## config.mk

```make
export PLATFORM = sky130hd
export DESIGN_NAME = ctrl_sequencer
export DESIGN_NICKNAME = d
export VERILOG_FILES = /design/src/rtl/proto_isa_pkg.sv /design/src/rtl/instr_decoder.sv /design/src/rtl/ctrl_sequencer.sv
export SDC_FILE = /design/constraint.sdc
export NUM_CORES = 1
export LEC_CHECK = 0
export BUFFER_PORTS_ARGS = -buffer_cell sky130_fd_sc_hd__buf_2
export CAP_MARGIN = 20
export CORE_AREA = 5 5 59 61
export CTS_BUF_LIST = sky130_fd_sc_hd__clkbuf_2 sky130_fd_sc_hd__clkbuf_4 sky130_fd_sc_hd__clkbuf_8
export DETAILED_ROUTE_END_ITERATION = 10
export DIE_AREA = 0 0 64 66
export HOLD_SLACK_MARGIN = 0.05
export PLACE_DENSITY = 0.9
export SYNTH_ARGS = -nofsm -noshare
export SYNTH_HDL_FRONTEND = slang
export SYNTH_HIERARCHICAL = 1
export SYNTH_SLANG_ARGS = --single-unit
```

## constraint.sdc

```tcl
create_clock -name clk -period 5.05 [get_ports clk]
set_clock_uncertainty 0.15 [all_clocks]
set_input_delay 1.01 -clock clk [delete_from_list [all_inputs] [get_ports clk]]
set_output_delay 1.01 -clock clk [all_outputs]
set_load 0.05 [all_outputs]
```

## src/rtl/proto_isa_pkg.sv

```systemverilog
// ProtoCore ISA definitions shared by the sequencer and its decoder:
// opcodes, instruction classes, field positions and FSM states.
package proto_isa_pkg;

  localparam logic [2:0] AluAdd = 3'b000;
  localparam logic [2:0] AluSub = 3'b001;
  localparam logic [2:0] AluAnd = 3'b010;
  localparam logic [2:0] AluOr  = 3'b011;
  localparam logic [2:0] AluXor = 3'b100;
  localparam logic [2:0] AluNot = 3'b101;
  localparam logic [2:0] AluShl = 3'b110;
  localparam logic [2:0] AluShr = 3'b111;

  // Any class with bit 3 clear is an ALU instruction.
  localparam logic [3:0] ClsLdi  = 4'b1000;
  localparam logic [3:0] ClsJmp  = 4'b1001;
  localparam logic [3:0] ClsJz   = 4'b1010;
  localparam logic [3:0] ClsJc   = 4'b1011;
  localparam logic [3:0] ClsHalt = 4'b1111;

  localparam int unsigned ClsMsb = 15;
  localparam int unsigned ClsLsb = 12;
  localparam int unsigned OpMsb  = 14;
  localparam int unsigned OpLsb  = 12;
  localparam int unsigned RdMsb  = 11;
  localparam int unsigned RdLsb  = 8;
  localparam int unsigned RaMsb  = 7;
  localparam int unsigned RaLsb  = 4;
  localparam int unsigned RbMsb  = 3;
  localparam int unsigned RbLsb  = 0;
  localparam int unsigned ImmMsb = 7;
  localparam int unsigned ImmLsb = 0;

  typedef enum logic [1:0] {
    StFetch  = 2'd0,
    StDecode = 2'd1,
    StExec   = 2'd2,
    StHalt   = 2'd3
  } seq_state_e;

  typedef struct packed {
    logic [2:0] alu_opcode;
    logic [3:0] ra;
    logic [3:0] rb;
    logic [3:0] wa;
    logic [7:0] imm;
    logic       is_alu;
    logic       is_ldi;
    logic       is_jmp;
    logic       is_jz;
    logic       is_jc;
    logic       is_halt;
  } decode_t;

endpackage

```

## src/rtl/instr_decoder.sv

```systemverilog
// Combinational instruction decoder: splits an instruction word into register
// file control fields and one-hot class flags.
module instr_decoder
  import proto_isa_pkg::*;
(
  input  logic [15:0] ir_i,
  output decode_t     dec_o
);

  logic [3:0] cls;

  assign cls = ir_i[ClsMsb:ClsLsb];

  always_comb begin
    dec_o = '0;
    if (!cls[3]) begin
      dec_o.is_alu     = 1'b1;
      dec_o.alu_opcode = ir_i[OpMsb:OpLsb];
      dec_o.wa         = ir_i[RdMsb:RdLsb];
      dec_o.ra         = ir_i[RaMsb:RaLsb];
      dec_o.rb         = ir_i[RbMsb:RbLsb];
    end else begin
      unique case (cls)
        ClsLdi: begin
          dec_o.is_ldi = 1'b1;
          dec_o.wa     = ir_i[RdMsb:RdLsb];
          dec_o.imm    = ir_i[ImmMsb:ImmLsb];
        end
        ClsJmp:  dec_o.is_jmp  = 1'b1;
        ClsJz:   dec_o.is_jz   = 1'b1;
        ClsJc:   dec_o.is_jc   = 1'b1;
        ClsHalt: dec_o.is_halt = 1'b1;
        default: ; // remaining classes are NOPs
      endcase
    end
  end

endmodule

```

## src/rtl/ctrl_sequencer.sv

```systemverilog
// Fetch/decode/execute controller for the ProtoCore datapath. Owns pc, ir,
// the zero/carry flags and the FSM; field decode lives in instr_decoder.
module ctrl_sequencer
  import proto_isa_pkg::*;
#(
  parameter int unsigned        PC_W     = 8,
  parameter logic [PC_W-1:0]    RESET_PC = '0
) (
  input  logic            clk,
  input  logic            rst,
  output logic            imem_req,
  output logic [PC_W-1:0] imem_addr,
  input  logic [15:0]     imem_rdata,
  input  logic            imem_valid,
  input  logic            alu_zero,
  input  logic            alu_carry,
  output logic            alu_en,
  output logic [2:0]      alu_opcode,
  output logic [3:0]      ra_addr,
  output logic [3:0]      rb_addr,
  output logic [3:0]      write_addr,
  output logic [7:0]      imm_value,
  output logic            write_en,
  output logic            halted
);

  seq_state_e      state_q, state_d;
  logic [PC_W-1:0] pc_q, pc_d;
  logic [15:0]     ir_q, ir_d;
  logic            z_flag_q, z_flag_d;
  logic            c_flag_q, c_flag_d;

  decode_t         dec;
  logic            fetch_fire;
  logic            branch_taken;
  logic [PC_W-1:0] branch_target;

  instr_decoder u_instr_decoder (
    .ir_i  (ir_q),
    .dec_o (dec)
  );

  assign fetch_fire    = imem_req && imem_valid;
  assign branch_target = PC_W'(ir_q[ImmMsb:ImmLsb]);
  assign branch_taken  = dec.is_jmp || (dec.is_jz && z_flag_q) || (dec.is_jc && c_flag_q);

  always_ff @(posedge clk or posedge rst) begin
    if (rst) begin
      state_q <= StFetch;
    end else begin
      state_q <= state_d;
    end
  end

  always_comb begin
    state_d = state_q;
    unique case (state_q)
      StFetch:  if (fetch_fire) state_d = StDecode;
      StDecode: state_d = dec.is_halt ? StHalt : StExec;
      StExec:   state_d = StFetch;
      StHalt:   state_d = StHalt;
      default:  state_d = StFetch;
    endcase
  end

  // Reset gates the request and address so outputs go quiet without a clock.
  always_comb begin
    imem_req   = (state_q == StFetch) && !rst;
    imem_addr  = rst ? '0 : pc_q;
    halted     = (state_q == StHalt);
    write_en   = (state_q == StExec) && (dec.is_alu || dec.is_ldi);
    alu_en     = (state_q == StExec) && dec.is_alu;
    alu_opcode = dec.alu_opcode;
    ra_addr    = dec.ra;
    rb_addr    = dec.rb;
    write_addr = dec.wa;
    imm_value  = dec.imm;
  end

  always_ff @(posedge clk or posedge rst) begin
    if (rst) begin
      pc_q     <= RESET_PC;
      ir_q     <= '0;
      z_flag_q <= 1'b0;
      c_flag_q <= 1'b0;
    end else begin
      pc_q     <= pc_d;
      ir_q     <= ir_d;
      z_flag_q <= z_flag_d;
      c_flag_q <= c_flag_d;
    end
  end

  always_comb begin
    pc_d     = pc_q;
    ir_d     = ir_q;
    z_flag_d = z_flag_q;
    c_flag_d = c_flag_q;
    if (fetch_fire) begin
      ir_d = imem_rdata;
      pc_d = pc_q + PC_W'(1);
    end
    if (state_q == StExec) begin
      if (dec.is_alu) begin
        z_flag_d = alu_zero;
        c_flag_d = alu_carry;
      end
      if (branch_taken) begin
        pc_d = branch_target;
      end
    end
  end

endmodule
```

Word level (Yosys, flattened, before mapping)
Cells that the tools add are included.
{"block": "word_totals", "reg_bits": 28, "input_bits": 21, "memories": 0, "romBits": 0, "latchBits": 0, "mem_bits_rw": 0}
{"block": "op_classes", "n_reduce_logical": 12, "shift": 0, "n_div": 0, "n_lt_le_gt_ge": 0, "n_eq_ne": 9, "n_addsub": 1, "mul": 0, "n_mux": 18, "bitwise": 1}
{"op": "2-to-1 mux 8 bit", "count": 5}
{"op": "equality test 4 bit, second input constant", "count": 5}
{"op": "2-to-1 mux 12 bit", "count": 1}
{"op": "2-to-1 mux 11 bit", "count": 1}
{"op": "adder 8 x 1 -> 8 bit, second input constant", "count": 1}
{"op": "one-hot mux 2 bit (4 select lines)", "count": 1}
{"op": "2-to-1 mux 1 bit", "count": 7}
{"op": "logical AND 1 bit", "count": 6}
{"op": "2-to-1 mux 5 bit", "count": 1}
{"op": "equality test 2 bit, second input constant", "count": 2}
{"op": "2-to-1 mux 4 bit", "count": 1}
{"op": "logical OR 1 bit", "count": 3}
{"op": "equality test 2 x 1 -> 1 bit, second input constant", "count": 1}
{"op": "logical NOT 2 bit", "count": 1}
{"op": "2-to-1 mux 2 bit", "count": 1}
{"op": "inequality test 2 bit, second input constant", "count": 1}
{"op": "AND reduction 2 bit", "count": 1}
{"op": "logical NOT 1 bit", "count": 1}
{"op": "inverter 1 bit", "count": 1}

Longest topological paths before layout
Gate-level depths: netlist of run 1.
{"block": "depth", "word_depth": 8, "depth_mapped": 6}

Modules after synthesis
Netlist of run 1, hierarchy kept.
{"mod": "ctrl_sequencer", "n_inst": 1, "seq_area_each_um2": 700.7, "area_each_um2": 1312.5, "cells_each": 147}
{"mod": "instr_decoder", "n_inst": 1, "seq_area_each_um2": 0.0, "area_each_um2": 215.2, "cells_each": 33}

Least setup slack after synthesis of run 1
Ideal clock, no wire load.
{"block": "synth_timing", "path_kind": "input to output", "from": "in rst", "to": "out imem_req", "t_arrival_ps": 2298, "n_path_buf": 1, "path_stages": 2, "path_slack_ps": 1592, "path_cell_list": "clkbuf_1 -> nor3_1"}
{"block": "synth_between", "elab_chain_cells": 2}
{"item": "from (decl)", "line": "ctrl_sequencer.sv:10", "text": "input logic rst,"}
{"item": "logical NOT 1 bit (no source line)"}
{"item": "logical AND 1 bit", "line": "ctrl_sequencer.sv:68", "text": "imem_req = (state_q == StFetch) && !rst;"}
{"item": "to (decl)", "line": "ctrl_sequencer.sv:11", "text": "output logic imem_req,"}
Every way passes these cells.

==> results.sh, run 1 <==
export IMPL_grt_max_degree=31
export IMPL_grt_pass1_wl_um=5850
export IMPL_synth_top_area_share_pct=45.9
export IMPL_critPathKind="reg -> out"
export IMPL_cp_start_kind="flip-flop"
export IMPL_synth_top_family_by_area="simple AND/OR/NAND/NOR gates"
export IMPL_max_cap_violations=0
export IMPL_core_um2=2930
export IMPL_max_freq_ghz=0.325
export IMPL_finalHoldViolCount=0
export IMPL_cts_buffer_depth=2
export IMPL_ys_types=29
export IMPL_synthCells=180
export IMPL_die_h_um=66
export IMPL_initial_core_util_pct=52.2
export IMPL_antenna_found_initial=0
export IMPL_cts_root_buf="clkbuf_4"
export IMPL_synth_compound_area_share_pct=7.04
export IMPL_first_pass_iters=4
export IMPL_post_cts_resized=0
export IMPL_htree_levels=1
export IMPL_diodes=0
export IMPL_fin_setup_tns_ns=0
export IMPL_numCtsBuffers=3
export IMPL_worst_path_largest_cell_delay_ns=0.64
export IMPL_final_setup_viol_count=0
export IMPL_power_total_mw=0.979
export IMPL_endpoint_kind="output pin"
export IMPL_die_area_um2=4220
export IMPL_arrival_ns=1.92
export IMPL_holdPathStages=2
export IMPL_hold_class="reg -> reg"
export IMPL_crit_slowest_cell="dfrtp_1"
export IMPL_drt_iter0_markers=30
export IMPL_seq_area_frac_synth_pct=45.9
export IMPL_post_cts_buffers=0
export IMPL_synth_xor_area_share_pct=0.573
export IMPL_clk_latency_ns=0.32
export IMPL_yosys_area_top_type="dfrtp_1"
export IMPL_clk_pin_slew_ns=0.15
export IMPL_peakVddDrop_mv=0.370
export IMPL_synth_area_leaders="dfrtp_1 (46%), nand2_1 (14%), nor2b_1 (7.8%)"
export IMPL_grt_pass1_vias=1346
export IMPL_reg2regPathDepth=5
export IMPL_cts_sink_count=28
export IMPL_ioPinCount=56
export IMPL_synth_fa_ha_area_share_pct=0.819
export IMPL_startpoint="ir_q[15]$_DFFE_PP0P_"
export IMPL_cts_hold_buf=0
export IMPL_routabilityCongestion=0.852
export IMPL_final_nets=255
export IMPL_ant_nets=0
export IMPL_dpl_hpwl_um=2550
export IMPL_muxShareOfSynthArea_pct=1.47
export IMPL_portBuffers=55
export IMPL_syn_to_final_growth_pct=21.9
export IMPL_rrSetupSlack_ns=2.65
export IMPL_worst_r2r_endpoint="pc_q[1]$_DFF_PP0_"
export IMPL_track_usage_pct=16.9
export IMPL_whs_endpoint="ir_q[10]$_DFFE_PP0P_"
export IMPL_post_drt_wl_per_cell_um=13.0
export IMPL_crit_fanout=16
export IMPL_drive_gt1_share_pct=28.9
export IMPL_final_core_util_pct=63.6
export IMPL_min_from="ir_q[10]$_DFFE_PP0P_"
export IMPL_finalInstanceArea_um2=1860
export IMPL_cpMostUsedCell="nor2_1"
export IMPL_grt_setup_unrepaired="no"
export IMPL_worstPathRequired_ns=3.89
export IMPL_routed_wl_um=3450
export IMPL_path_buf_inv=1
export IMPL_placed_area_um2=1810
export IMPL_syn_area_per_cell_um2=8.49
export IMPL_tightest_slew_ns=0.993
export IMPL_cpLargestDelayFamily="simple AND/OR/NAND/NOR gates"
export IMPL_drcViolationCount=0
export IMPL_synthSimpleGateAreaFrac_pct=40.5
export IMPL_finalCritPeriodShare_pct=61.0
export IMPL_post_drt_via_cell_ratio=5.29
export IMPL_cts_tree="yes"
export IMPL_regToRegStartpoint="ir_q[15]$_DFFE_PP0P_"
export IMPL_power_leakage_nw=0.959
export IMPL_syn_area_um2=1530
export IMPL_dr_total_vias=1401
export IMPL_drv_slew=0
export IMPL_maxSlewHeadroom_pct=33.8
export IMPL_grt_overflow_total=0
export IMPL_synth_nets=202
export IMPL_mostFrequentLayoutCells="nand2_1 (55), buf_2 (55), dfrtp_1 (28)"
export IMPL_status="complete, no violations"
export IMPL_ys_ff_latch=28
export IMPL_yosysWarningCount=6
export IMPL_die_w_um=64
export IMPL_path_cells="nor4b_4 > nor2_1 > nor2_1 > buf_2"
export IMPL_p_per_area_nw_per_um2=526
export IMPL_finalWorstPathRequiredPeriod_ns=3.08
export IMPL_rows=20
==> routing by layer <==
layer	vias to the layer above	track usage, %	routed length [um]
li1	703	-	-
met1	644	21.9	1500
met2	52	27.5	1660
met3	2	2.89	279
met4	0	7.79	16
met5	-	0	0
==> worst max path at each step <==
stage	end	cells after the start
after detailed placement	pc_q[6]$_DFF_PP0_	4
after global routing	write_en	4
after floorplan	imem_req	2
final	write_en	4
after global placement	pc_q[5]$_DFF_PP0_	4
after CTS	write_en	4
==> cell usage after synthesis <==
master,number
a221oi_1,1
nor3b_1,1
nor3_1,10
xnor2_1,1
nand4_1,1
nand2_1,55
nor4b_4,1
mux2_2,2
nor2b_1,19
dfrtp_1,28
o31ai_1,4
a21oi_1,1
or3_1,3
nand3_1,3
or4b_4,1
buf_6,1
nor4b_1,1
or4_1,3
inv_1,4
o21ai_0,4
clkbuf_1,8
nand2b_1,1
nor2_1,3
ha_1,1
nor4b_2,1
nand3b_1,1
and2_1,13
a31oi_1,7
or2_2,1
==> per-stage QoR <==
step	cells	setup slack, ns	hold WS [ns]
2_1_floorplan	180	1.59	0.287
3_3_place_gp	260	2.24	0.299
3_5_place_dp	260	2.22	0.308
4_1_cts	264	1.95	0.343
5_1_grt	265	1.81	0.367
6_report	265	1.97	0.341
==> layout make-up <==
type,instances,area (um^2)
fill,252,1070
multi-input combinational,139,771
sequential,28,701
timing repair buffer,57,298
tap,33,41.3
clock buffer,4,36.3
inverter,4,15.0
==> flip-flops by register name (all words and copies together) (netlist names) <==
signal,count
c_flag_q,1
state_q,2
ir_q,16
z_flag_q,1
pc_q,8
==> report_power, final <==
group          internal [mW]  total (mW)  switching [mW]
Sequential             0.298       0.386          0.0881
Clock                 0.0441       0.109          0.0646
Combinational          0.145       0.483           0.338
==> worst min-delay path: cells and delay by family (launching register included) <==
family           cells  cell delay, ns
flip-flops           1            0.37
AND/OR/NAND/NOR      2            0.10
==> kinds of logic (layout without fill, tap and decap cells) <==
kind of cell    Yosys count  in the layout
flops                    28             28
simple gates            118            118
buf+inv                  13             65
fa+ha+maj                 1              1
xor+xnor                  1              1
mux                       2              2
compound gates           17             17
No activity file was read; power rests on OpenSTA's default activity.
==> inputs of run 2 (changes only) <==
CORE_AREA = 5 5 61 63   (was 5 5 59 61)
DIE_AREA = 0 0 66 68   (was 0 0 64 66)
PLACE_DENSITY = 0.85   (was 0.9)
clock period = 3 ns   (was 5.05 ns; I/O delays follow)
==> run 2 against run 1 <==
  * Non-clock buffer count did not move
  * Global-route usage fell by 0.73 points
  * Routed wire length rose by 2.8%
  * Total power rose by 69%
  * Final cell count rose by 4.9%
  * First-iteration DRC count rose to 2.7 times the previous value
  * Utilization fell by 4.8 points
  * Sequential share of layout area fell by 0.18 points
  * Combinational power rose by 69%
  * Flip-flop and latch count did not move
  * Largest power group unchanged
==> results.sh, run 2 (synthesis results as in run 1) <==
export IMPL_tightest_slew_ns=1.01
export IMPL_syn_to_final_growth_pct=22.4
export IMPL_routabilityCongestion=0.817
export IMPL_mostFrequentLayoutCells="nand2_1 (55), buf_2 (55), dfrtp_1 (28)"
export IMPL_fin_setup_tns_ns=0
export IMPL_final_nets=255
export IMPL_peakVddDrop_mv=0.466
export IMPL_clk_pin_slew_ns=0.14
export IMPL_cts_hold_buf=0
export IMPL_post_drt_via_cell_ratio=5.01
export IMPL_core_um2=3180
export IMPL_power_leakage_nw=0.956
export IMPL_cp_start_kind="flip-flop"
export IMPL_critPathKind="reg -> out"
export IMPL_drv_slew=0
export IMPL_dp_cells=274
export IMPL_cts_buffer_depth=2
export IMPL_grt_setup_unrepaired="no"
export IMPL_antenna_found_initial=0
export IMPL_first_pass_iters=6
export IMPL_cts_root_buf="clkbuf_4"
export IMPL_dpl_hpwl_um=2630
export IMPL_finalCritPeriodShare_pct=89.1
export IMPL_final_core_util_pct=58.8
export IMPL_hold_class="in -> async"
export IMPL_portBuffers=55
export IMPL_crit_fanout=16
export IMPL_post_cts_resized=0
export IMPL_post_drt_wl_per_cell_um=12.8
export IMPL_initial_core_util_pct=48.1
export IMPL_met1_length_um=1550
export IMPL_finalHoldViolCount=0
export IMPL_p_per_area_nw_per_um2=882
export IMPL_grt_pass1_vias=1322
export IMPL_routed_wl_um=3550
export IMPL_drt_iter0_markers=80
export IMPL_reg_top3="ir_q (16), pc_q (8), state_q (2)"
export IMPL_die_area_um2=4490
export IMPL_status="complete, no violations"
export IMPL_top_register="ir_q"
export IMPL_diodes=0
export IMPL_arrival_ns=1.92
export IMPL_clk_latency_ns=0.32
export IMPL_cts_sink_count=28
export IMPL_ioPinCount=56
export IMPL_rows=21
export IMPL_power_total_mw=1.65
export IMPL_htree_levels=1
export IMPL_grt_overflow_total=0
export IMPL_ant_nets=0
export IMPL_routed_top_layer="met4"
export IMPL_numCtsBuffers=3
export IMPL_final_setup_viol_count=0
export IMPL_grt_max_degree=31
export IMPL_finalWorstPathRequiredPeriod_ns=2.67
export IMPL_maxSlewHeadroom_pct=32.8
export IMPL_endpoint_kind="output pin"
export IMPL_max_cap_violations=0
export IMPL_post_cts_buffers=0
export IMPL_wl_met3_um=155
export IMPL_worstPathRequired_ns=2.25
export IMPL_drive_gt1_share_pct=28.9
export IMPL_cts_tree="yes"
export IMPL_max_freq_ghz=0.374
export IMPL_grt_pass1_wl_um=5710
export IMPL_dr_total_vias=1394
export IMPL_largest_reg_flops=16
export IMPL_track_usage_pct=16.2
export IMPL_fin_cells=278
export IMPL_die_w_um=66
export IMPL_die_h_um=68
export IMPL_wl_met2_um=1800
export IMPL_drcViolationCount=0
[run 2: final timing paths]
kind,startpoint,endpoint,slack (ns),cells past startpoint
min in group clk,imem_rdata[9],ir_q[9]$_DFFE_PP0P_,0.30,3
worst max register to register,ir_q[15]$_DFFE_PP0P_,pc_q[4]$_DFF_PP0_,0.59,5
worst min-delay path,rst,state_q[1]$_DFFE_PP0P_,0.27,3
worst max-delay path,ir_q[15]$_DFFE_PP0P_,write_en,0.33,4
max in group asynchronous,rst,c_flag_q$_DFFE_PP0P_,2.18,3
worst min register to register,ir_q[9]$_DFFE_PP0P_,ir_q[9]$_DFFE_PP0P_,0.34,2
[run 2: critical path: stages (launching register included)]
cell     delay [ns]
dfrtp_1        0.66
nor4b_4        0.46
nor2_1         0.10
nor2_1         0.10
buf_2          0.28
[run 2: per-layer routing]
layer | up-vias | global-route usage [%]
li1 | 708 | -
met1 | 650 | 21.0
met2 | 32 | 28.0
met3 | 4 | 2.13
met4 | 0 | 5.58
met5 | - | 0
[run 2: layout make-up]
cell class	count	area, um^2
Tap cell	46	57.6
Inverter	4	15.0
Clock buffer	4	36.3
Fill cell	296	1310
Multi-Input combinational cell	139	771
Sequential cell	28	701
Timing Repair Buffer	57	290
[run 2: power breakdown]
part           switching (mW)  leakage [nW]  internal, mW  total, mW
logic                   0.572         0.597         0.243      0.815
clock network           0.108        0.0210        0.0742      0.183
registers               0.151         0.339         0.502      0.653
[run 2: metrics by stage]
step / worst slack [ns] / area (um^2) / hold slack, ns
floorplan: 0.362 / 1530 / 0.287
global placement: 0.589 / 1830 / 0.299
detailed placement: 0.579 / 1830 / 0.305
CTS: 0.296 / 1870 / 0.273
global route: 0.168 / 1870 / 0.300
finish: 0.327 / 1870 / 0.265
